===== config.mk =====
export PLATFORM = sky130hd
export DESIGN_NAME = wb_decompressor_flat
export DESIGN_NICKNAME = d
export VERILOG_FILES = /design/src/rtl/wb_decompressor_if.sv /design/src/rtl/wb_decompressor.sv /design/src/flat_wrapper.sv
export SDC_FILE = /design/constraint.sdc
export NUM_CORES = 1
export LEC_CHECK = 0
export CAP_MARGIN = 20
export CORE_MARGIN = 5
export CORE_UTILIZATION = 49
export DETAILED_ROUTE_END_ITERATION = 12
export MAX_ROUTING_LAYER = met4
export PLACE_DENSITY_LB_ADDON = 0.12
export SLEW_MARGIN = 20
export SYNTH_ARGS = -nofsm -noshare
export SYNTH_HDL_FRONTEND = slang
export SYNTH_SLANG_ARGS = --single-unit
export TNS_END_PERCENT = 20

===== constraint.sdc =====
create_clock -name i_clk -period 2.7 [get_ports i_clk]
set_input_delay 0.405 -clock i_clk [delete_from_list [all_inputs] [get_ports i_clk]]
set_output_delay 0.405 -clock i_clk [all_outputs]
set_load 0.05 [all_outputs]

===== src/rtl/wb_decompressor_if.sv =====
// Compressed-wishbone link and wishbone bus interfaces used by wb_decompressor.
interface cw_if #(parameter int RW = 16);
  logic [RW-1:0] cw_io_i;   // words from compressor
  logic [RW-1:0] cw_io_o;   // read data back to compressor
  logic          cw_req;
  logic          cw_dir;
  logic          cw_ack;
  logic          cw_err;

  modport master (output cw_io_i, cw_req, cw_dir, input  cw_io_o, cw_ack, cw_err);
  modport slave  (input  cw_io_i, cw_req, cw_dir, output cw_io_o, cw_ack, cw_err);
endinterface

interface wb_bus_if #(parameter int RW = 16, parameter int ADR_W = 24);
  logic             wb_cyc;
  logic             wb_stb;
  logic [ADR_W-1:0] wb_adr;
  logic [RW-1:0]    wb_o_dat;
  logic [RW-1:0]    wb_i_dat;
  logic             wb_we;
  logic [1:0]       wb_sel;
  logic             wb_ack;
  logic             wb_err;

  modport master (output wb_cyc, wb_stb, wb_adr, wb_o_dat, wb_we, wb_sel,
                  input  wb_i_dat, wb_ack, wb_err);
  modport slave  (input  wb_cyc, wb_stb, wb_adr, wb_o_dat, wb_we, wb_sel,
                  output wb_i_dat, wb_ack, wb_err);
endinterface


===== src/rtl/wb_decompressor.sv =====
// Far end of the compressed-wishbone link: rebuilds a wishbone master cycle
// (single beat or 4/8-beat read burst) from cw request words and returns
// data/ack/err over cw. Outputs are decoded from the state register so an
// async reset clears them immediately.
module wb_decompressor #(
  parameter int RW      = 16,
  parameter int ADR_W   = 24,
  parameter int TIMEOUT = 255
) (
  input  logic        i_clk,
  input  logic        i_rst,
  cw_if.slave         cw,
  wb_bus_if.master    wb
);

  typedef enum logic [2:0] {S_IDLE, S_HDR, S_WDAT, S_BUS, S_RESP, S_REL} state_t;

  state_t           state_q, state_d;
  logic [ADR_W-1:0] adr_q, adr_d;
  logic [RW-1:0]    wdat_q, wdat_d;
  logic [RW-1:0]    rdat_q, rdat_d;
  logic [1:0]       sel_q, sel_d;
  logic             we_q, we_d;
  logic [3:0]       beats_q, beats_d;
  logic [7:0]       to_q, to_d;
  logic             err_q, err_d;   // response type of the beat just finished
  logic             drop_q, drop_d; // cw_req fell during the current beat
  logic             last;

  // Transaction ends after an error, the final beat, or once the requester lets go.
  assign last = err_q | (beats_q == 4'd1) | drop_q | ~cw.cw_req;

  // State and datapath registers.
  always_ff @(posedge i_clk or posedge i_rst) begin
    if (i_rst) begin
      state_q <= S_IDLE;
      adr_q   <= '0;
      wdat_q  <= '0;
      rdat_q  <= '0;
      sel_q   <= '0;
      we_q    <= 1'b0;
      beats_q <= '0;
      to_q    <= '0;
      err_q   <= 1'b0;
      drop_q  <= 1'b0;
    end else begin
      state_q <= state_d;
      adr_q   <= adr_d;
      wdat_q  <= wdat_d;
      rdat_q  <= rdat_d;
      sel_q   <= sel_d;
      we_q    <= we_d;
      beats_q <= beats_d;
      to_q    <= to_d;
      err_q   <= err_d;
      drop_q  <= drop_d;
    end
  end

  // Next-state and datapath update.
  always_comb begin
    state_d = state_q;
    adr_d   = adr_q;
    wdat_d  = wdat_q;
    rdat_d  = rdat_q;
    sel_d   = sel_q;
    we_d    = we_q;
    beats_d = beats_q;
    to_d    = to_q;
    err_d   = err_q;
    drop_d  = drop_q;
    case (state_q)
      S_IDLE: begin
        drop_d = 1'b0;
        if (cw.cw_req) begin
          adr_d[RW-1:0] = cw.cw_io_i;
          state_d       = S_HDR;
        end
      end
      S_HDR: begin
        if (!cw.cw_req) state_d = S_IDLE;
        else begin
          adr_d[ADR_W-1:RW] = cw.cw_io_i[RW-1 -: (ADR_W-RW)];
          sel_d   = cw.cw_io_i[2:1];
          we_d    = cw.cw_dir;
          // bursts are read-only; b8 overrides b4
          beats_d = cw.cw_dir     ? 4'd1 :
                    cw.cw_io_i[4] ? 4'd8 :
                    cw.cw_io_i[3] ? 4'd4 : 4'd1;
          to_d    = '0;
          state_d = cw.cw_dir ? S_WDAT : S_BUS;
        end
      end
      S_WDAT: begin
        if (!cw.cw_req) state_d = S_IDLE;
        else begin
          wdat_d  = cw.cw_io_i;
          to_d    = '0;
          state_d = S_BUS;
        end
      end
      S_BUS: begin
        if (!cw.cw_req) drop_d = 1'b1;
        if (wb.wb_err) begin
          err_d   = 1'b1;
          state_d = S_RESP;
        end else if (wb.wb_ack) begin
          err_d   = 1'b0;
          if (!we_q) rdat_d = wb.wb_i_dat;
          state_d = S_RESP;
        end else if (to_q == 8'(TIMEOUT - 1)) begin
          // this is the TIMEOUT-th silent BUS cycle
          err_d   = 1'b1;
          state_d = S_RESP;
        end else begin
          to_d = to_q + 8'd1;
        end
      end
      S_RESP: begin
        if (last) state_d = S_REL;
        else begin
          adr_d   = adr_q + 1'b1;
          beats_d = beats_q - 4'd1;
          to_d    = '0;
          state_d = S_BUS;
        end
      end
      S_REL: begin
        if (!cw.cw_req) state_d = S_IDLE;
      end
      default: state_d = S_IDLE;
    endcase
  end

  assign wb.wb_cyc   = (state_q == S_BUS) | ((state_q == S_RESP) & ~last);
  assign wb.wb_stb   = (state_q == S_BUS);
  assign wb.wb_adr   = adr_q;
  assign wb.wb_o_dat = wdat_q;
  assign wb.wb_we    = we_q;
  assign wb.wb_sel   = sel_q;
  assign cw.cw_ack   = (state_q == S_RESP) & ~err_q;
  assign cw.cw_err   = (state_q == S_RESP) &  err_q;
  assign cw.cw_io_o  = rdat_q;

endmodule


===== src/flat_wrapper.sv =====
// flat-port wrapper written by rule: the top's interface ports become plain ports
module wb_decompressor_flat 
#(
  parameter int RW      = 16,
  parameter int ADR_W   = 24,
  parameter int TIMEOUT = 255
)
  (i_clk, i_rst, cw_cw_io_i, cw_cw_req, cw_cw_dir, cw_cw_io_o, cw_cw_ack, cw_cw_err, wb_wb_cyc, wb_wb_stb, wb_wb_adr, wb_wb_o_dat, wb_wb_we, wb_wb_sel, wb_wb_i_dat, wb_wb_ack, wb_wb_err);
  cw_if #(.RW(RW)) cw_i ();
  wb_bus_if #(.RW(RW), .ADR_W(ADR_W)) wb_i ();
  input  logic i_clk;
  input  logic i_rst;
  input wire logic [$bits(cw_i.cw_io_i)-1:0] cw_cw_io_i;
  input wire logic [$bits(cw_i.cw_req)-1:0] cw_cw_req;
  input wire logic [$bits(cw_i.cw_dir)-1:0] cw_cw_dir;
  output wire logic [$bits(cw_i.cw_io_o)-1:0] cw_cw_io_o;
  output wire logic [$bits(cw_i.cw_ack)-1:0] cw_cw_ack;
  output wire logic [$bits(cw_i.cw_err)-1:0] cw_cw_err;
  output wire logic [$bits(wb_i.wb_cyc)-1:0] wb_wb_cyc;
  output wire logic [$bits(wb_i.wb_stb)-1:0] wb_wb_stb;
  output wire logic [$bits(wb_i.wb_adr)-1:0] wb_wb_adr;
  output wire logic [$bits(wb_i.wb_o_dat)-1:0] wb_wb_o_dat;
  output wire logic [$bits(wb_i.wb_we)-1:0] wb_wb_we;
  output wire logic [$bits(wb_i.wb_sel)-1:0] wb_wb_sel;
  input wire logic [$bits(wb_i.wb_i_dat)-1:0] wb_wb_i_dat;
  input wire logic [$bits(wb_i.wb_ack)-1:0] wb_wb_ack;
  input wire logic [$bits(wb_i.wb_err)-1:0] wb_wb_err;
  assign cw_i.cw_io_i = cw_cw_io_i;
  assign cw_i.cw_req = cw_cw_req;
  assign cw_i.cw_dir = cw_cw_dir;
  assign cw_cw_io_o = cw_i.cw_io_o;
  assign cw_cw_ack = cw_i.cw_ack;
  assign cw_cw_err = cw_i.cw_err;
  assign wb_wb_cyc = wb_i.wb_cyc;
  assign wb_wb_stb = wb_i.wb_stb;
  assign wb_wb_adr = wb_i.wb_adr;
  assign wb_wb_o_dat = wb_i.wb_o_dat;
  assign wb_wb_we = wb_i.wb_we;
  assign wb_wb_sel = wb_i.wb_sel;
  assign wb_i.wb_i_dat = wb_wb_i_dat;
  assign wb_i.wb_ack = wb_wb_ack;
  assign wb_i.wb_err = wb_wb_err;
  wb_decompressor #(.RW(RW), .ADR_W(ADR_W), .TIMEOUT(TIMEOUT)) u_core (.i_clk(i_clk), .i_rst(i_rst), .cw(cw_i), .wb(wb_i));
endmodule

==> After elaboration in Yosys (flattened, before gate mapping) <==
Index checks and enable logic that the tools add are counted.
{ "totals": {"ff_bits": 76, "input_bits": 38, "out_inout_bits": 63, "word_cells": 91} }
{ "op_classes": {"n_eq_ne": 17, "bitwise": 12, "n_mux": 32, "n_reduce_logical": 16, "addsub": 3} }
{ "ops": {"columns": ["operator", "count"], "rows": [
  ["8-bit two-way mux", 6],
  ["16-bit case mux with 2 select lines", 1],
  ["24-bit by 1-bit adder with 24-bit output (second input constant)", 1],
  ["24-bit two-way mux", 1],
  ["3-bit two-way mux", 8],
  ["8-bit case mux with 3 select lines", 1],
  ["3-bit case mux with 6 select lines", 1],
  ["16-bit two-way mux", 1],
  ["4-bit two-way mux", 4],
  ["2-bit != test (second input constant)", 8],
  ["8-bit case mux with 2 select lines", 1],
  ["3-bit AND reduction", 3],
  ["8-bit by 1-bit adder with 8-bit output (second input constant)", 1],
  ["8-bit equality test (second input constant)", 1],
  ["4-bit case mux with 2 select lines", 1],
  ["2-bit AND reduction", 4],
  ["3-bit by 2-bit equality test with 1-bit output (second input constant)", 2],
  ["3-bit equality test (second input constant)", 2],
  ["6-bit AND reduction", 1],
  ["2-bit nonzero test", 3],
  ["3-bit nonzero test", 2],
  ["1-bit two-way mux", 5],
  ["1-bit NOT", 5],
  ["4-bit by 1-bit equality test with 1-bit output (second input constant)", 1],
  ["other kinds (11)", 16]
]} }

==> Depth between registers and ports, before layout <==
Gate-level depths: netlist (run 1).
{ "depth": {"depth_word": 7, "depth_mapped": 8, "depth_no_buf": 7} }

==> Least setup slack after synthesis (run 1) <==
Ideal clock, no wire load.
{ "synth_timing": {"path_type": "register to output", "start": "register u_core.state_q[2]", "end": "output wb_wb_cyc", "t_required_ps": 2295, "path_slack_ps": 7, "n_path_buf": 2, "t_arrival_ps": 2288, "stages_incl_launch_ff": 5, "path_cell_list": "dfrtp_1 or3b_2 buf_2 clkbuf_1 o21ai_0"} }
{ "synth_via": {"elab_chain_len": 3, "elab_cells_between_ends": 4, "cone_classes": "eq/ne (2); bitwise (2)"} }
{ "synth_lines": {"columns": ["element", "line_no", "source"], "rows": [
  ["start: declaration", "wb_decompressor.sv:18", "state_t state_q, state_d;"],
  ["start signal: assignment", "wb_decompressor.sv:47", "state_q <= state_d;"],
  ["3-bit equality test", "wb_decompressor.sv:135", "assign wb.wb_cyc = (state_q == S_BUS) | ((state_q == S_RESP) & ~last);"],
  ["1-bit bitwise AND", "wb_decompressor.sv:135", null],
  ["1-bit OR *", "wb_decompressor.sv:135", null],
  ["end: declaration", "flat_wrapper.sv:19", "output wire logic [$bits(wb_i.wb_cyc)-1:0] wb_wb_cyc;"]
]} }
Every way passes the cells marked *; elsewhere a longest branch is shown, timed or not.

==> Worst setup path after layout (run 1) <==
{ "layout_timing": {"start": "register u_core.state_q[1]", "end": "output cw_cw_ack"} }
{ "layout_via": {"elab_chain_len": 2} }
{ "layout_lines": {"columns": ["element", "line_no", "source"], "rows": [
  ["3-bit equality test", "wb_decompressor.sv:141", "assign cw.cw_ack = (state_q == S_RESP) & ~err_q;"],
  ["1-bit bitwise AND", "wb_decompressor.sv:141", null],
  ["end: declaration", "flat_wrapper.sv:17", "output wire logic [$bits(cw_i.cw_ack)-1:0] cw_cw_ack;"]
]} }
No other way between the ends.

==> out/qor.csv, run 1 <==
metric,value,unit
status,completed,
xor and xnor area share after synthesis,0,
core area,7690,µm²
Psw,3.52,mW
net count after synthesis,424,
CP cell instances,or3b_2 -> buf_4 -> nor2_1 -> buf_12,
Min Hold Slack,0.410,ns
number of synthesized flops with an enable pin,0,
Sequential Area,1900,µm²
post-route setup slack,0.140,ns
Yosys cell types,56,
DRT Wirelength,10400,µm
post-route ant nets,0,
synthesis-to-finish area growth,36.2,%
# Post-CTS Setup Buffers,0,
overall power,7.12,mW
most frequent cells in the layout,"96 x clkdlybuf4s50_1, 76 x dfrtp_1, 33 x nand2_1",
DIE WIDTH,98.8,µm
"commonest non-fill, non-tap cell in the layout",clkdlybuf4s50_1,
wire per inst,17.5,µm
final worst-path cycle share,0.948,
Synthesis Warnings,0,
max cap viols,0,
grt ovf,0,
Die Span Y,98.8,µm
Tightest Pin Transition,0.949,ns
# setup viols final,0,
vias in the first global route,3517,
clock power share,0.121,
Bufs on Longest Clock Path,2,
TritonCTS clock tree,built,
DP Wirelength,7640,µm
skew final,0.00911,ns
Critical Path Max Stage Delay,0.64,ns
nets,533,
Comb pwr share,0.580,
worst slack at placement,0.147,ns
io pins,101,
"Slowest-stage cell, CP",or3b_2,
setup TNS,0,ns
clk root buf,clkbuf_8,
simple-gate share of the synthesized area,0.161,
Rows,32,
flop and latch count out of synthesis,76,
Pwr per Cell Area,1350,nW/µm²
critical path class,flip-flop to output port,
leakage power,2.17,nW
Iter 0 DRT Violations,229,
via density per instance,5.84,
worst hold path type,primary input to asynchronous set/reset pin,
drt pass-1 iters,5,
Max IR drop VDD,0.773,mV
Final Max Tran Viols,0,
CTS Buf Count,9,
FMAX,391,MHz
proportion of layout cells with a drive suffix above 1,0.160,
fillers,634,
Final Hold Viols,0,
mux cell area share after synthesis,0.0959,
antenna violations before repair,0,
cts hold-fix bufs,0,
Startpoint Class,flip-flop,
Int Power,3.60,mW
largest net degree at the start of global routing,48,
Post-Synth Adder-Cell Area,0.0188,
largest family of logic cells by synthesized area,compound AO/OA/AOI/OAI gates,
sequential area share after synthesis,0.492,
final routed DRC violation total,0,
Crit Path Max Fanout,18,
element type at the critical path end,output port,
global-route wire length before repair,17500,µm
critical path required time,2.30,ns
Sink Count,76,
Die Area,9760,µm²
Initial Utilization,0.503,
Final Core Density,0.685,
CP arrival,2.15,ns
ant diodes,0,
mean post-synth cell area,10.1,µm²
sw frac,0.495,
PostCTS Resize Cnt,1,
via count,3483,
Slew headroom,0.365,
global router's overall resource usage,0.228,
ys async rst share,1.00,
number of port buffers,100,
GP Congestion,0.863,
Worst-Skew Late Latency,0.35,ns
footprint of the multi-input gates,1830,µm²
"Min Clock Period, post-route",2.56,ns
clk slew on worst S/H paths,0.08,ns
RSZ-0062 raised after global routing,no,
synthesized area,3860,µm²
compound-cell area share of the yosys netlist,0.198,
sequential power share,0.298,
Main synth FF type,dfrtp_1,
H-tree depth,3,
Syn Inst Count,381,
==> kinds of logic (layout without fill, tap and decap cells) <==
kind of cell             after synthesis  in the layout
AO/OA/AOI/OAI                        114            114
adder cells (fa/ha/maj)                6              6
buffers and inverters                 30            143
flip-flops                            76             76
multiplexers                          33             33
AND/OR/NAND/NOR                      122            122
==> registers in the layout, summed over array words and instances, names as in the netlist <==
signal,count
u_core.beats_q,4
u_core.cw.cw_io_o,16
u_core.drop_q,1
u_core.err_q,1
u_core.state_q,3
u_core.to_q,8
u_core.wb.wb_adr,24
u_core.wb.wb_o_dat,16
u_core.wb.wb_sel,2
u_core.wb.wb_we,1
==> worst max-delay path: cells and delay by family, from the launching register on <==
kind	cells	cell delay, ns
simple gates	2	0.83
buf+inv	2	0.42
flops	1	0.55
==> through the flow <==
step / area, µm² / cells
floorplan: 3860 / 381
global placement: 5070 / 581
detailed placement: 5070 / 581
CTS: 5260 / 596
global route: 5260 / 596
finish: 5260 / 596
==> Yosys cell counts, types with 2 or more instances <==
library cell / count / area [µm²]
dfrtp_1: 76 / 1900
nor3b_1: 4 / 30.0
buf_1: 2 / 7.51
o41ai_1: 2 / 17.5
a21oi_1: 26 / 130
mux2_2: 32 / 360
nand3b_1: 2 / 15.0
or3_1: 3 / 18.8
a22o_1: 3 / 26.3
clkbuf_1: 7 / 26.3
o31ai_1: 2 / 15.0
buf_2: 8 / 40.0
and3_1: 8 / 50.1
nand2b_1: 2 / 12.5
nand3_1: 10 / 50.1
nand4_1: 9 / 56.3
a41oi_1: 7 / 61.3
a21o_1: 2 / 15.0
o21a_1: 7 / 52.6
nor3_1: 4 / 20.0
ha_1: 5 / 62.6
a31oi_1: 11 / 68.8
o21ai_1: 3 / 15.0
o22ai_1: 6 / 37.5
o22a_1: 10 / 87.6
inv_1: 11 / 41.3
nor3_2: 2 / 20.0
o21ai_0: 22 / 110
nand2_1: 33 / 124
and2_1: 3 / 18.8
o32ai_1: 2 / 17.5
nor4_1: 2 / 12.5
nor2_1: 32 / 120
==> final timing paths <==
path	cells past startpoint	slack, ns	from	end
hold / removal	2	0.41	i_rst	u_core.cw.cw_io_o[12]
max in group asynchronous	3	1.58	i_rst	u_core.wb.wb_adr[23]
setup reg to reg	7	0.35	u_core.beats_q[1]	u_core.wb.wb_adr[19]
min in group i_clk	2	0.49	u_core.wb.wb_sel[1]	u_core.wb.wb_sel[1]
setup / recovery	4	0.14	u_core.state_q[1]	cw_cw_ack
hold reg to reg	2	0.49	u_core.wb.wb_sel[1]	u_core.wb.wb_sel[1]
==> metal layers <==
metal	vias up	global-route usage	part of all wire	routed length, µm
met2	153	0.336	0.48	4970
met3	9	0.0510	0.070	733
met5	-	-	0	0
met4	0	0.0620	0.0069	72
li1	1633	-	-	-
met1	1688	0.320	0.45	4680
==> power by group through the flow <==
stage          Sequential (mW)  Combinational (mW)  Clock, mW
2_1_floorplan             3.56                1.27          0
3_3_place_gp              2.10                4.08          0
3_5_place_dp              2.13                4.14          0
4_1_cts                   2.12                4.15      0.879
5_1_grt                   2.22                4.36      0.939
6_report                  2.12                4.13      0.863
==> cell type report <==
class                      instances  area share
clock inverter                     5     0.00998
inverter                          11     0.00784
timing repair buffer             117       0.222
clock buffer                      10      0.0261
multi-input combinational        275       0.348
sequential                        76       0.361
tap                              102      0.0242
Note: power is estimated with default switching activity, not from simulation.
==> run 2: changes to the inputs <==
CAP_MARGIN = not set   (was 20)
GPL_TIMING_DRIVEN = 0   (was not set)
==> run 2 against run 1 <==
Effect of this change:
- die area stayed put
- via count is 2.3% higher
- sequential share of layout area is 0.069 points higher
- sequential cell count stayed put
- register-to-register slack worse by 0.10 ns
- wire length is 4.0% higher
- clock-buffer cell count is 2 higher
- critical path depth is 1 lower
- combinational power hardly changed
- setup slack better by 0.017 ns
- cell count is 0.50% higher
- final area is 0.19% lower
- critical path type unchanged
- critical endpoint is now wb_wb_stb
- largest cell class unchanged
==> out/qor.csv, run 2 (synthesized netlist as in run 1, its figures left out) <==
metric,value,unit,change
final routed DRC violation total,0,,unchanged
nets,535,,was 533
Rows,32,,unchanged
grt ovf,0,,unchanged
critical path required time,2.30,ns,about the same
final worst-path cycle share,0.942,,was 0.948
clk slew on worst S/H paths,0.09,ns,was 0.08 ns
cts hold-fix bufs,0,,unchanged
Max IR drop VDD,0.789,mV,was 0.773 mV
Tightest Pin Transition,0.912,ns,was 0.949 ns
synthesis-to-finish area growth,36.0,%,was 36.2%
# Post-CTS Setup Buffers,0,,unchanged
Min Hold Slack,0.361,ns,was 0.410 ns
met3 Resource Use GR,0.0361,,was 0.0510
io pins,101,,unchanged
CP arrival,2.14,ns,was 2.15 ns
clk root buf,clkbuf_8,,unchanged
post-route ant nets,0,,unchanged
GP Congestion,0.890,,was 0.863
TritonCTS clock tree,built,,unchanged
Cells after DPL,584,,was 581
H-tree depth,3,,unchanged
Startpoint Class,flip-flop,,unchanged
wire per inst,18.1,µm,was 17.5 µm
leakage power,2.16,nW,was 2.17 nW
"commonest non-fill, non-tap cell in the layout",clkdlybuf4s50_1,,unchanged
R2R depth,4,,was 7
Crit Path Max Fanout,8,,was 18
drt pass-1 iters,4,,was 5
DIE WIDTH,98.8,µm,unchanged
Initial Utilization,0.503,,unchanged
GR peak layer,met2,,unchanged
Sink Count,76,,unchanged
via count,3564,,"was 3,483"
overall power,7.26,mW,was 7.12 mW
post-route setup slack,0.158,ns,was 0.140 ns
most frequent cells in the layout,"97 x clkdlybuf4s50_1, 76 x dfrtp_1, 33 x nand2_1",,"was 96 x clkdlybuf4s50_1, 76 x dfrtp_1, 33 x nand2_1"
vias in the first global route,3562,,"was 3,517"
FMAX,393,MHz,was 391 MHz
antenna violations before repair,0,,unchanged
max cap viols,0,,unchanged
Iter 0 DRT Violations,309,,was 229
CTS Buf Count,9,,unchanged
critical path class,flip-flop to output port,,unchanged
Bufs on Longest Clock Path,2,,unchanged
skew final,0.0121,ns,was 0.00911 ns
DP Wirelength,7870,µm,was 7640 µm
worst slack at placement,-0.592,ns,was 0.147 ns
Die Span Y,98.8,µm,unchanged
Worst-Skew Late Latency,0.36,ns,was 0.35 ns
Pwr per Cell Area,1380,nW/µm²,was 1350 nW/µm²
global router's overall resource usage,0.240,,was 0.228
met2 usage,0.366,,was 0.336
"Min Clock Period, post-route",2.54,ns,was 2.56 ns
number of port buffers,100,,unchanged
Final Max Tran Viols,0,,unchanged
largest net degree at the start of global routing,55,,was 48
global-route wire length before repair,18300,µm,"was 17,500 µm"
# setup viols final,0,,unchanged
RSZ-0062 raised after global routing,no,,unchanged
status,completed,,unchanged
element type at the critical path end,output port,,unchanged
core area,7690,µm²,unchanged
via density per instance,5.95,,was 5.84
fillers,647,,was 634
max reg flops,24,,unchanged
proportion of layout cells with a drive suffix above 1,0.153,,was 0.160
RR Endpoint,u_core.wb.wb_o_dat[4],,was u_core.wb.wb_adr[19]
DRT Wirelength,10900,µm,"was 10,400 µm"
grt met1 use,0.333,,was 0.320
worst hold path type,primary input to asynchronous set/reset pin,,unchanged
R2R Setup Slk,0.25,ns,was 0.35 ns
Slew headroom,0.387,,was 0.365
fin cells,599,,was 596
ant diodes,0,,unchanged
Die Area,9760,µm²,unchanged
Worst R2R Start,u_core.state_q[1],,was u_core.beats_q[1]
Final Hold Viols,0,,unchanged
## run 2: cell types whose count changed in the layout (fill, tap and decap cells not counted), sizes merged
| cell | before | now |
|---|---|---|
| clkinvlp | 1 | 0 |
| buf | 20 | 16 |
| clkdlybuf4s50 | 96 | 97 |
| dlygate4sd2 | 1 | 0 |
| bufinv | 1 | 2 |
| clkinv | 3 | 2 |
| clkbuf | 10 | 18 |
## run 2: worst max-delay path by stage
stage	slack (ns)	cells past startpoint	to	startpoint
3_5_place_dp	-0.59	6	cw_cw_err	u_core.state_q[0]
5_1_grt	0.08	3	wb_wb_stb	u_core.state_q[2]
6_report	0.16	3	wb_wb_stb	u_core.state_q[2]
2_1_floorplan	0.007	4	wb_wb_cyc	u_core.state_q[2]
3_3_place_gp	-0.95	2	u_core.wb.wb_o_dat[13]	i_rst
4_1_cts	0.01	5	cw_cw_ack	u_core.state_q[2]
## run 2: critical path, stage by stage (launching register included)
cell,delay [ns]
dfrtp_1,0.45
nand3b_1,0.35
inv_1,0.15
clkdlybuf4s50_1,0.82
## run 2: per-stage QoR
stage / cell area, µm² / utilization / TNS, ns
after detailed placement: 5020 / 0.653 / -2.37
after CTS: 5270 / 0.686 / 0
after floorplan: 3860 / - / 0
final: 5250 / 0.683 / 0
after global routing: 5250 / 0.683 / 0
after global placement: 4990 / 0.649 / -74.05
## run 2: timing repair
item / in CTS / in global routing
setup endpoints to repair: 3 / 3
endpoints found under the hold margin: 0 / 0
resized for setup: 18 / 5
## run 2: power by group
| part | total [mW] | switching (mW) | internal, mW |
|---|---|---|---|
| Sequential | 2.10 | 0.452 | 1.65 |
| Combinational | 4.13 | 2.67 | 1.46 |
| Clock | 1.02 | 0.430 | 0.594 |
## run 2: layout make-up
cell class / count / area (µm²) / area share
Buffer: 18 / 96.3 / 0.0183
Clock inverter: 4 / 70.1 / 0.0133
Tap cell: 102 / 128 / 0.0243
Sequential cell: 76 / 1900 / 0.362
Inverter: 11 / 43.8 / 0.00834
Clock buffer: 12 / 165 / 0.0314
Multi-Input combinational cell: 275 / 1830 / 0.349
Timing Repair Buffer: 101 / 1020 / 0.193
## run 2: per-layer routing
metal	part of all wire	up-vias
li1	-	1641
met1	0.45	1792
met2	0.48	118
met3	0.050	13
met4	0.013	0
met5	0	-
